===== src/rtl/mat_vec_res_add.sv =====
// Drains mat_vec_mul results, adds them bytewise in GF(2^8) to an addend
// vector and writes the sums to an output memory: y = s_A + H*s_B.
module mat_vec_res_add #(
  parameter int VEC_SIZE_BYTES = 8,
  parameter int N_GF           = 2,
  parameter int PROC_SIZE      = N_GF*8,
  parameter int N_WORDS        = (VEC_SIZE_BYTES+N_GF-1)/N_GF,
  parameter int ADDR_W         = (N_WORDS > 1) ? $clog2(N_WORDS) : 1
) (
  input  logic                 i_clk,
  input  logic                 i_rst,
  input  logic                 i_start,
  output logic                 o_res_en,
  output logic [ADDR_W-1:0]    o_res_addr,
  input  logic [PROC_SIZE-1:0] i_res,
  output logic [ADDR_W-1:0]    o_add_addr,
  input  logic [PROC_SIZE-1:0] i_add,
  output logic                 o_out_wr_en,
  output logic [ADDR_W-1:0]    o_out_addr,
  output logic [PROC_SIZE-1:0] o_out_data,
  output logic                 o_busy,
  output logic                 o_done
);

  localparam logic [ADDR_W-1:0] LAST = ADDR_W'(N_WORDS-1);
  // bytes of the last word that belong to the vector
  localparam int TAIL_BYTES = VEC_SIZE_BYTES - (N_WORDS-1)*N_GF;

  typedef enum logic [1:0] {
    IDLE,
    READ,
    DRAIN,
    DONE
  } state_e;

  state_e              state_q, state_d;
  logic [ADDR_W-1:0]   cnt_q, cnt_d;
  logic                drain_q, drain_d;

  logic                rd_vld_q, rd_vld_d;
  logic [ADDR_W-1:0]   rd_addr_q, rd_addr_d;

  logic                wr_en_q, wr_en_d;
  logic [ADDR_W-1:0]   wr_addr_q, wr_addr_d;
  logic [PROC_SIZE-1:0] wr_data_q, wr_data_d;

  always_ff @(posedge i_clk or posedge i_rst) begin
    if (i_rst) begin
      state_q   <= IDLE;
      cnt_q     <= '0;
      drain_q   <= 1'b0;
      rd_vld_q  <= 1'b0;
      rd_addr_q <= '0;
      wr_en_q   <= 1'b0;
      wr_addr_q <= '0;
      wr_data_q <= '0;
    end else begin
      state_q   <= state_d;
      cnt_q     <= cnt_d;
      drain_q   <= drain_d;
      rd_vld_q  <= rd_vld_d;
      rd_addr_q <= rd_addr_d;
      wr_en_q   <= wr_en_d;
      wr_addr_q <= wr_addr_d;
      wr_data_q <= wr_data_d;
    end
  end

  always_comb begin
    state_d = state_q;
    cnt_d   = cnt_q;
    drain_d = drain_q;
    unique case (state_q)
      IDLE: begin
        drain_d = 1'b0;
        if (i_start) begin
          state_d = READ;
          cnt_d   = '0;
        end
      end
      READ: begin
        if (cnt_q == LAST) begin
          state_d = DRAIN;
          cnt_d   = '0;
          drain_d = 1'b0;
        end else begin
          cnt_d = cnt_q + ADDR_W'(1);
        end
      end
      DRAIN: begin
        if (drain_q) begin
          state_d = DONE;
          drain_d = 1'b0;
        end else begin
          drain_d = 1'b1;
        end
      end
      DONE: begin
        state_d = IDLE;
      end
      default: begin
        state_d = IDLE;
      end
    endcase
  end

  assign o_res_en   = (state_q == READ);
  assign o_res_addr = o_res_en ? cnt_q : '0;
  assign o_add_addr = o_res_addr;
  assign o_busy     = (state_q != IDLE);
  assign o_done     = (state_q == DONE);

  assign rd_vld_d  = o_res_en;
  assign rd_addr_d = o_res_addr;

  // GF(2^8) addition is a plain XOR; padding bytes of the tail word stay zero
  always_comb begin
    wr_data_d = '0;
    if (rd_vld_q) begin
      for (int i = 0; i < N_GF; i++) begin
        if (rd_addr_q != LAST || i < TAIL_BYTES) begin
          wr_data_d[8*i +: 8] = i_res[8*i +: 8] ^ i_add[8*i +: 8];
        end
      end
    end
  end

  assign wr_en_d   = rd_vld_q;
  assign wr_addr_d = rd_vld_q ? rd_addr_q : '0;

  assign o_out_wr_en = wr_en_q;
  assign o_out_addr  = wr_addr_q;
  assign o_out_data  = wr_data_q;

endmodule


===== config.mk =====
export PLATFORM = sky130hd
export DESIGN_NAME = mat_vec_res_add
export DESIGN_NICKNAME = d
export VERILOG_FILES = /design/src/rtl/mat_vec_res_add.sv
export SDC_FILE = /design/constraint.sdc
export NUM_CORES = 1
export LEC_CHECK = 0
export CORE_ASPECT_RATIO = 1.75
export CORE_UTILIZATION = 34
export CTS_BUF_LIST = sky130_fd_sc_hd__clkbuf_4 sky130_fd_sc_hd__clkbuf_8 sky130_fd_sc_hd__clkbuf_16
export CTS_CLUSTER_DIAMETER = 100
export CTS_CLUSTER_SIZE = 24
export DETAILED_ROUTE_END_ITERATION = 16
export PLACE_DENSITY = 0.81
export SYNTH_ARGS = -nofsm -noshare
export SYNTH_HDL_FRONTEND = slang
export SYNTH_SLANG_ARGS = --single-unit
export TNS_END_PERCENT = 30

===== constraint.sdc =====
create_clock -name i_clk -period 1.4 [get_ports i_clk]
set_input_delay 0.14 -clock i_clk [delete_from_list [all_inputs] [get_ports i_clk]]
set_output_delay 0.14 -clock i_clk [all_outputs]
set_load 0.05 [all_outputs]

# Word-level counts from Yosys, hierarchy flattened

Index checks and enable logic that the tools add are counted.

Register bits after elaboration: 27
Input bits: 35
Output and inout port bits: 26
Word-level logic and storage cells: 38

Add/subtract/negate cells: 1
Equal/unequal tests: 7
Muxes and demuxes: 13
Bitwise operators: 2
Reductions and logical operators: 7

Operators with widths:

| kind                                                   | count |
|---|---|
| two-way mux 16 bit                                     | 1 |
| XOR 8 bit                                              | 2 |
| two-way mux 2 bit                                      | 7 |
| one-hot mux 2 bit (4 select lines)                     | 1 |
| equality test 2 bit (second input constant)            | 3 |
| inequality test 2 bit (second input constant)          | 2 |
| one-hot mux 2 bit (2 select lines)                     | 1 |
| AND reduction 2 bit                                    | 2 |
| nonzero test 2 bit                                     | 2 |
| one-hot mux 1 bit (3 select lines)                     | 1 |
| AND reduction 3 bit                                    | 1 |
| nonzero test 3 bit                                     | 1 |
| adder 2 x 1 -> 2 bit (second input constant)           | 1 |
| equality test 2 x 1 -> 1 bit (second input constant)   | 1 |
| logical NOT 2 bit                                      | 1 |
| two-way mux 1 bit                                      | 2 |
| inequality test 2 x 1 -> 1 bit (second input constant) | 1 |

# Longest topological paths before layout

Gate-level depths: netlist of the first run.

Depth in word-level cells: 3
Depth in mapped cells: 5
Depth with buffers taken out: 5

# Worst setup path before layout of the first run

Ideal clock, no wire load.

Kind: reg2out
Start: reg state_q[1]
End: out o_res_addr[1]
Arrival: 1.869 ns
Required time: 1.260 ns
Slack: -0.609 ns
Cell stages (with the launch flop): 5
Buffers on the path: 1
Cells stage by stage: dfrtp_1 > inv_1 > ha_1 > and2_1 > buf_4

Cells in the longest elaborated chain, start to end: 2

RTL lines:

| element                      | line | text |
|---|---|---|
| start: declaration           | 36   | `state_e state_q, state_d;` |
| start signal: assignment     | 58   | `state_q <= state_d;` |
| equality test 2 x 1 -> 1 bit | 107  | `assign o_res_en = (state_q == READ);` |
| named net o_res_en           | 13   | `output logic o_res_en,` |
| two-way mux 2 bit            | 108  | `assign o_res_addr = o_res_en ? cnt_q : '0;` |
| end: declaration             | 14   | `output logic [ADDR_W-1:0] o_res_addr,` |

The timed path passes the listed nets, and every way through them passes these cells.

# Final worst setup path of the first run

Start: reg state_q[1]
End: out o_res_addr[1]

Cells in the longest elaborated chain, start to end: 2

RTL lines:

| element                      | line |
|---|---|
| equality test 2 x 1 -> 1 bit | 107 |
| two-way mux 2 bit            | 108 |

No other way between the ends.

==> out/qor.csv, run 1 <==
stage,metric,value,unit
pwr,Reg power frac,0.300,
yosys,fraction of registers with async set/reset,1.00,
routing,Avg WL per Cell,12.7,microns
cells_and_area,Area Growth Syn to Fin,71.5,%
sta,Worst slew margin,0.732,
yosys,most common cell in the netlist,dfrtp_1,
yosys,Mean Syn Cell Area,13.0,sq um
pwr,Clk pwr share,0.112,
sta,# setup viols final,5,
pwr,Peak supply drop,1.53,mV
sta,crit path time final,1.44,ns
cells_and_area,ant diodes,0,
place,"worst slack, placed",-0.0944,ns
pwr,PnR Total Power,3870,uW
cells_and_area,Multi-input gate area,465,sq um
global_route,first-pass GRT wire length,4020,microns
clocking,CTS tree,built,
yosys,Synth Net Count,128,
sta,Fin Clk Skew,0.00109,ns
die,row cnt,27,
cells_and_area,Fillers,266,
pwr,leak pwr,0.000940,uW
outcome,failing checks,setup timing,
die,Starting Density,0.359,
global_route,initial antenna violation count,0,
critical_path,Crit path required time,1.26,ns
clocking,H-tree depth,1,
critical_path,startpoint types,register,
critical_path,end of the critical path,o_res_addr[1],
global_route,largest net degree at the start of global routing,28,
yosys,Unique masters post-synth,16,
sta,RSZ-0062 raised after global routing,yes,
sta,sum of negative setup slack,-0.188,ns
critical_path,Worst path slowest cell,dfrtp_1,
pwr,Comb power frac,0.588,
die,Die Wd,45.8,microns
sta,Final WS setup,-0.0423,ns
sta,Worst-Margin Slew,0.401,ns
die,Die ar.,0.00360,sq mm
routing,drt via density,4.40,
pwr,sw frac,0.425,
critical_path,worst-path fanout max,5,
yosys,sequential share of the synthesized area,0.593,
critical_path,critical path's largest stage delay,0.44,ns
clocking,Max clock buf depth,2,
clocking,Hold Buf Count CTS,0,
global_route,GRT Total Usage,0.153,
yosys,largest area contributor in the netlist,dfrtp_1,
critical_path,FF-to-FF setup slack,-0.03,ns
global_route,Overflow after GRT,0,
yosys,post-synthesis cell area,0.00114,sq mm
clocking,clock buffer count from CTS,3,
critical_path,Critical R2R Capture,state_q[1]$_DFFE_PP0P_,
place,final HPWL from detailed placement,2020,microns
clocking,Num Clock Sinks,27,
clocking,root buf cell,clkbuf_8,
sta,count of pins over their slew limit,0,
yosys,largest cells by area after synthesis,"dfrtp_1, xor2_1, and2_1, ha_1, a32o_1",
routing,# DRC,0,
die,num ports,61,
outcome,outcome,finished with violations,
cells_and_area,fraction of layout cells with a size suffix above 1,0.323,
routing,1st-pass router iterations,4,
yosys,most frequent cells after synthesis,"dfrtp_1, and2_1, xor2_1",
job,max-cap viol count,0,
die,DIE HEIGHT,78.6,microns
routing,Starting DRT DRC Count,6,
min_path,HP Class,in -> async,
sta,highest clock rate,0.693,GHz
place,GP Congestion,0.703,
routing,final WL,2540,microns
sta,final-report hold violation count,0,
pwr,NetSw,1650,uW
yosys,Post-synth EDFFs,0,
yosys,#FFs+latches synth,27,
routing,Vias,884,
yosys,Cells after Synth,88,
pwr,Int Pwr,2230,uW
critical_path,"Critical Path, Cell by Cell",inv_2 -> ha_4 -> and2_4 -> buf_12,
critical_path,critical path class,reg -> out,
clocking,Worst-path clk slew,0.09,ns
die,core area,0.00318,sq mm
place,I/O Buffers,60,
sta,crit share post-route,1.03,
critical_path,critical path arrival,1.30,ns
critical_path,CP startpoint,state_q[1]$_DFFE_PP0P_,
critical_path,worst r2r src,state_q[0]$_DFFE_PP0P_,
routing,"antenna viol nets, final",0,
yosys,Syn. warnings,0,
yosys,Post-synth top flop,dfrtp_1,
cells_and_area,nets@finish,199,
global_route,vias in the first global route,947,
cells_and_area,sequential cell area,677,sq um
pwr,Pwr Density,1980,mW/mm^2
clocking,Skew-Pair Late Insertion Delay,0.26,ns
critical_path,CP endpoint kind,output pin,
yosys,area share of the largest cell type after synthesis,0.593,
critical_path,r2r worst-path depth,5,
[kinds of logic (layout without fill, tap and decap cells)]
logic type,after synthesis,count (layout),synth area share
AO/OA/AOI/OAI,6,6,0.0417
multiplexers,1,1,0.0132
XOR/XNOR,16,16,0.123
AND/OR/NAND/NOR,26,26,0.145
buffers and inverters,7,77,0.0296
adder cells (fa/ha/maj),5,5,0.0549
flip-flops,27,27,0.593
[placed cells by master (no fill, tap or decap)]
| master | instances |
|---|---|
| buf_4 | 27 |
| nor2b_1 | 1 |
| xor2_1 | 16 |
| mux2_4 | 1 |
| clkinv_2 | 1 |
| inv_4 | 1 |
| ha_4 | 2 |
| nor2_1 | 1 |
| o21ai_0 | 1 |
| inv_1 | 1 |
| dfrtp_1 | 26 |
| clkdlybuf4s50_1 | 34 |
| dfrtp_2 | 1 |
| and2_1 | 18 |
| ha_1 | 1 |
| buf_6 | 1 |
| nand2b_1 | 3 |
| and2_4 | 2 |
| clkbuf_8 | 3 |
| o32a_1 | 1 |
| ha_2 | 2 |
| o31ai_1 | 1 |
| a32o_1 | 2 |
| and3_4 | 1 |
| buf_12 | 7 |
| o21ai_1 | 1 |
| inv_2 | 2 |
[power by group through the flow]
stage	logic [uW]	registers [uW]	clock network [uW]
finish	2280	1160	433
CTS	2280	1170	443
floorplan	823	1640	0
global route	2400	1190	466
global placement	2020	1170	0
detailed placement	2100	1180	0
[through the flow]
stage,hold slack [ns],std cells,utilization,area (sq um)
floorplan,0.193,88,-,1160
global placement,0.439,192,0.582,1850
detailed placement,0.453,192,0.582,1850
CTS,0.242,201,0.615,1950
global route,0.279,201,0.615,1950
finish,0.229,201,0.615,1950
[timing repair]
action                                  in CTS  in global routing
setup buffers                                5                  0
endpoints found under the setup margin       8                 10
endpoints found under the hold margin        0                  0
pin swaps                                    0                  1
gates resized for setup                      7                  2
[state kept, by name (all words and copies together), names as in the netlist]
signal and flops:
cnt_q 2, drain_q 1, o_out_addr 2, o_out_data 16
o_out_wr_en 1, rd_addr_q 2, rd_vld_q 1, state_q 2
[layout make-up]
type,count,share of cell area
clock buffers,3,0.0211
clock inverters,1,0.00256
inverters,4,0.00896
multi-input cells,54,0.238
flip-flops and latches,27,0.346
well taps,43,0.0275
repair buffers,69,0.355
[worst min-delay path by stage]
stage | to | cells after the start
after CTS | o_out_data[2]$_DFF_PP0_ | 3
final | o_out_data[2]$_DFF_PP0_ | 3
after detailed placement | o_out_addr[0]$_DFF_PP0_ | 1
after global placement | o_out_addr[1]$_DFF_PP0_ | 1
after global routing | o_out_data[3]$_DFF_PP0_ | 3
after floorplan | cnt_q[0]$_DFFE_PP0P_ | 1
[layer usage]
layer,share of wire,GRT usage,vias up
li1,-,-,417
met5,0,0,-
met4,0.018,0.0529,0
met1,0.33,0.160,430
met3,0.051,0.0276,4
met2,0.60,0.284,33
[worst max-delay path: cells and delay by family, from the launching register on]
family / cells / cell delay (ns)
fa+ha+maj: 1 / 0.16
buf+inv: 2 / 0.26
flops: 1 / 0.44
simple gates: 1 / 0.18
No activity file was read; power rests on OpenSTA's default activity.
==> run 2: changes to the inputs <==
RECOVER_POWER = 25   (was unset)
REMOVE_ABC_BUFFERS = 1   (was unset)
==> out/qor.csv, run 2 (synthesis results as in run 1) <==
stage,metric,value,unit
sta,RSZ-0062 raised after global routing,yes,
routing,Vias,874,
clocking,Max clock buf depth,2,
cells_and_area,Fillers,267,
critical_path,"Critical Path, Cell by Cell",buf_4 -> ha_1 -> nand2b_1 -> and3_4 -> mux2_4,
clocking,CTS tree,built,
sta,Worst slew margin,0.643,
critical_path,CP startpoint,state_q[1]$_DFFE_PP0P_,
sta,# setup viols final,8,
die,DIE HEIGHT,78.6,microns
critical_path,critical path arrival,1.61,ns
outcome,outcome,finished with violations,
die,core area,0.00318,sq mm
critical_path,CP endpoint kind,register,
clocking,Hold Buf Count CTS,0,
pwr,Pwr Density,1980,mW/mm^2
critical_path,worst r2r src,state_q[1]$_DFFE_PP0P_,
routing,drt via density,4.33,
critical_path,critical path class,reg -> reg,
die,Die Wd,45.8,microns
routing,"antenna viol nets, final",0,
cells_and_area,"most common cell after layout, fill and taps aside",clkdlybuf4s50_1,
critical_path,critical path's largest stage delay,0.39,ns
clocking,clock buffer count from CTS,3,
critical_path,startpoint types,register,
place,I/O Buffers,60,
die,num ports,61,
sta,Fin Clk Skew,0.00553,ns
sta,crit share post-route,1.04,
critical_path,Crit path required time,1.56,ns
cells_and_area,final core utilization,0.610,
sta,Final WS setup,-0.0572,ns
cells_and_area,most frequent cells in the layout,"clkdlybuf4s50_1, dfrtp_1, buf_4, and2_1, xor2_1",
die,Die ar.,0.00360,sq mm
sta,crit path time final,1.46,ns
routing,final WL,2640,microns
clocking,root buf cell,clkbuf_8,
cells_and_area,nets@finish,200,
die,Starting Density,0.359,
global_route,GRT Total Usage,0.162,
routing,Starting DRT DRC Count,12,
clocking,H-tree depth,1,
outcome,failing checks,setup timing,
sta,Worst-Margin Slew,0.535,ns
routing,# DRC,0,
critical_path,r2r worst-path depth,5,
place,GP Congestion,0.797,
cells_and_area,sequential cell area,676,sq um
min_path,HP Class,in -> async,
critical_path,Critical R2R Capture,state_q[1]$_DFFE_PP0P_,
critical_path,Worst path slowest cell,dfrtp_1,
die,row cnt,27,
pwr,Peak supply drop,1.81,mV
cells_and_area,fraction of layout cells with a size suffix above 1,0.283,
sta,count of pins over their slew limit,0,
sta,sum of negative setup slack,-0.219,ns
cells_and_area,max FFs per register,16,
pwr,leak pwr,0.000947,uW
global_route,largest net degree at the start of global routing,20,
pwr,PnR Total Power,3840,uW
clocking,Skew-Pair Late Insertion Delay,0.26,ns
place,final HPWL from detailed placement,2110,microns
job,max-cap viol count,0,
clocking,Num Clock Sinks,27,
routing,Avg WL per Cell,13.0,microns
global_route,first-pass GRT wire length,4330,microns
cells_and_area,ant diodes,0,
critical_path,FF-to-FF setup slack,-0.06,ns
critical_path,worst-path fanout max,3,
sta,final-report hold violation count,0,
cells_and_area,Area Growth Syn to Fin,69.9,%
sta,highest clock rate,0.686,GHz
global_route,vias in the first global route,1005,
global_route,initial antenna violation count,0,
cells_and_area,Multi-input gate area,448,sq um
clocking,Worst-path clk slew,0.09,ns
place,DP Cell Count,193,
global_route,Overflow after GRT,0,
routing,1st-pass router iterations,4,
cells_and_area,Non-Filler Instances,202,
place,"worst slack, placed",-0.111,ns
==> run 2: cell type report <==
cell class,instances,share of cell area
inverters,4,0.00775
multi-input cells,54,0.231
flip-flops and latches,27,0.349
clock buffers,4,0.0252
well taps,43,0.0278
repair buffers,70,0.359
==> run 2: timing repair <==
action / in CTS / in global routing
resized for setup: 9 / 0
endpoints found under the setup margin: 11 / 10
buffers inserted: 4 / 1
hold endpoints to repair: 0 / 0
==> run 2: stage by stage <==
step | hold slack (ns) | area [sq um]
after floorplan | 0.193 | 1120
after global placement | 0.441 | 1840
after detailed placement | 0.447 | 1840
after CTS | 0.173 | 1940
after global routing | 0.475 | 1940
final | 0.408 | 1940
==> run 2: routing by layer <==
layer  up-vias  track usage  part of all wire  wire length [microns]
met4         0       0.0618             0.023                     60
li1        416            -                 -                      -
met2        35        0.307              0.59                   1550
met1       417        0.157              0.33                    879
met3         6       0.0322             0.055                    145
met5         -            0                 0                      0
==> run 2: worst max-delay path by stage <==
stage / slack [ns] / to
final: -0.06 / state_q[1]$_DFFE_PP0P_
after global routing: -0.09 / o_add_addr[0]
after CTS: -0.04 / state_q[1]$_DFFE_PP0P_
after detailed placement: -0.11 / drain_q$_DFFE_PP0P_
after global placement: 0.03 / state_q[0]$_DFFE_PP0P_
after floorplan: -0.69 / rd_addr_q[1]$_DFF_PP0_
==> run 2: power by group <==
group	internal (uW)	switching, uW
Sequential	1010	138
Combinational	991	1250
Clock	223	226
Total	2220	1620
==> run 2: critical path: cells and delay by family, from the launching register on <==
| kind | cells | cell delay (ns) |
|---|---|---|
| adder cells (fa/ha/maj) | 1 | 0.19 |
| buffers and inverters | 1 | 0.15 |
| multiplexers | 1 | 0.30 |
| flip-flops | 1 | 0.39 |
| AND/OR/NAND/NOR | 2 | 0.32 |
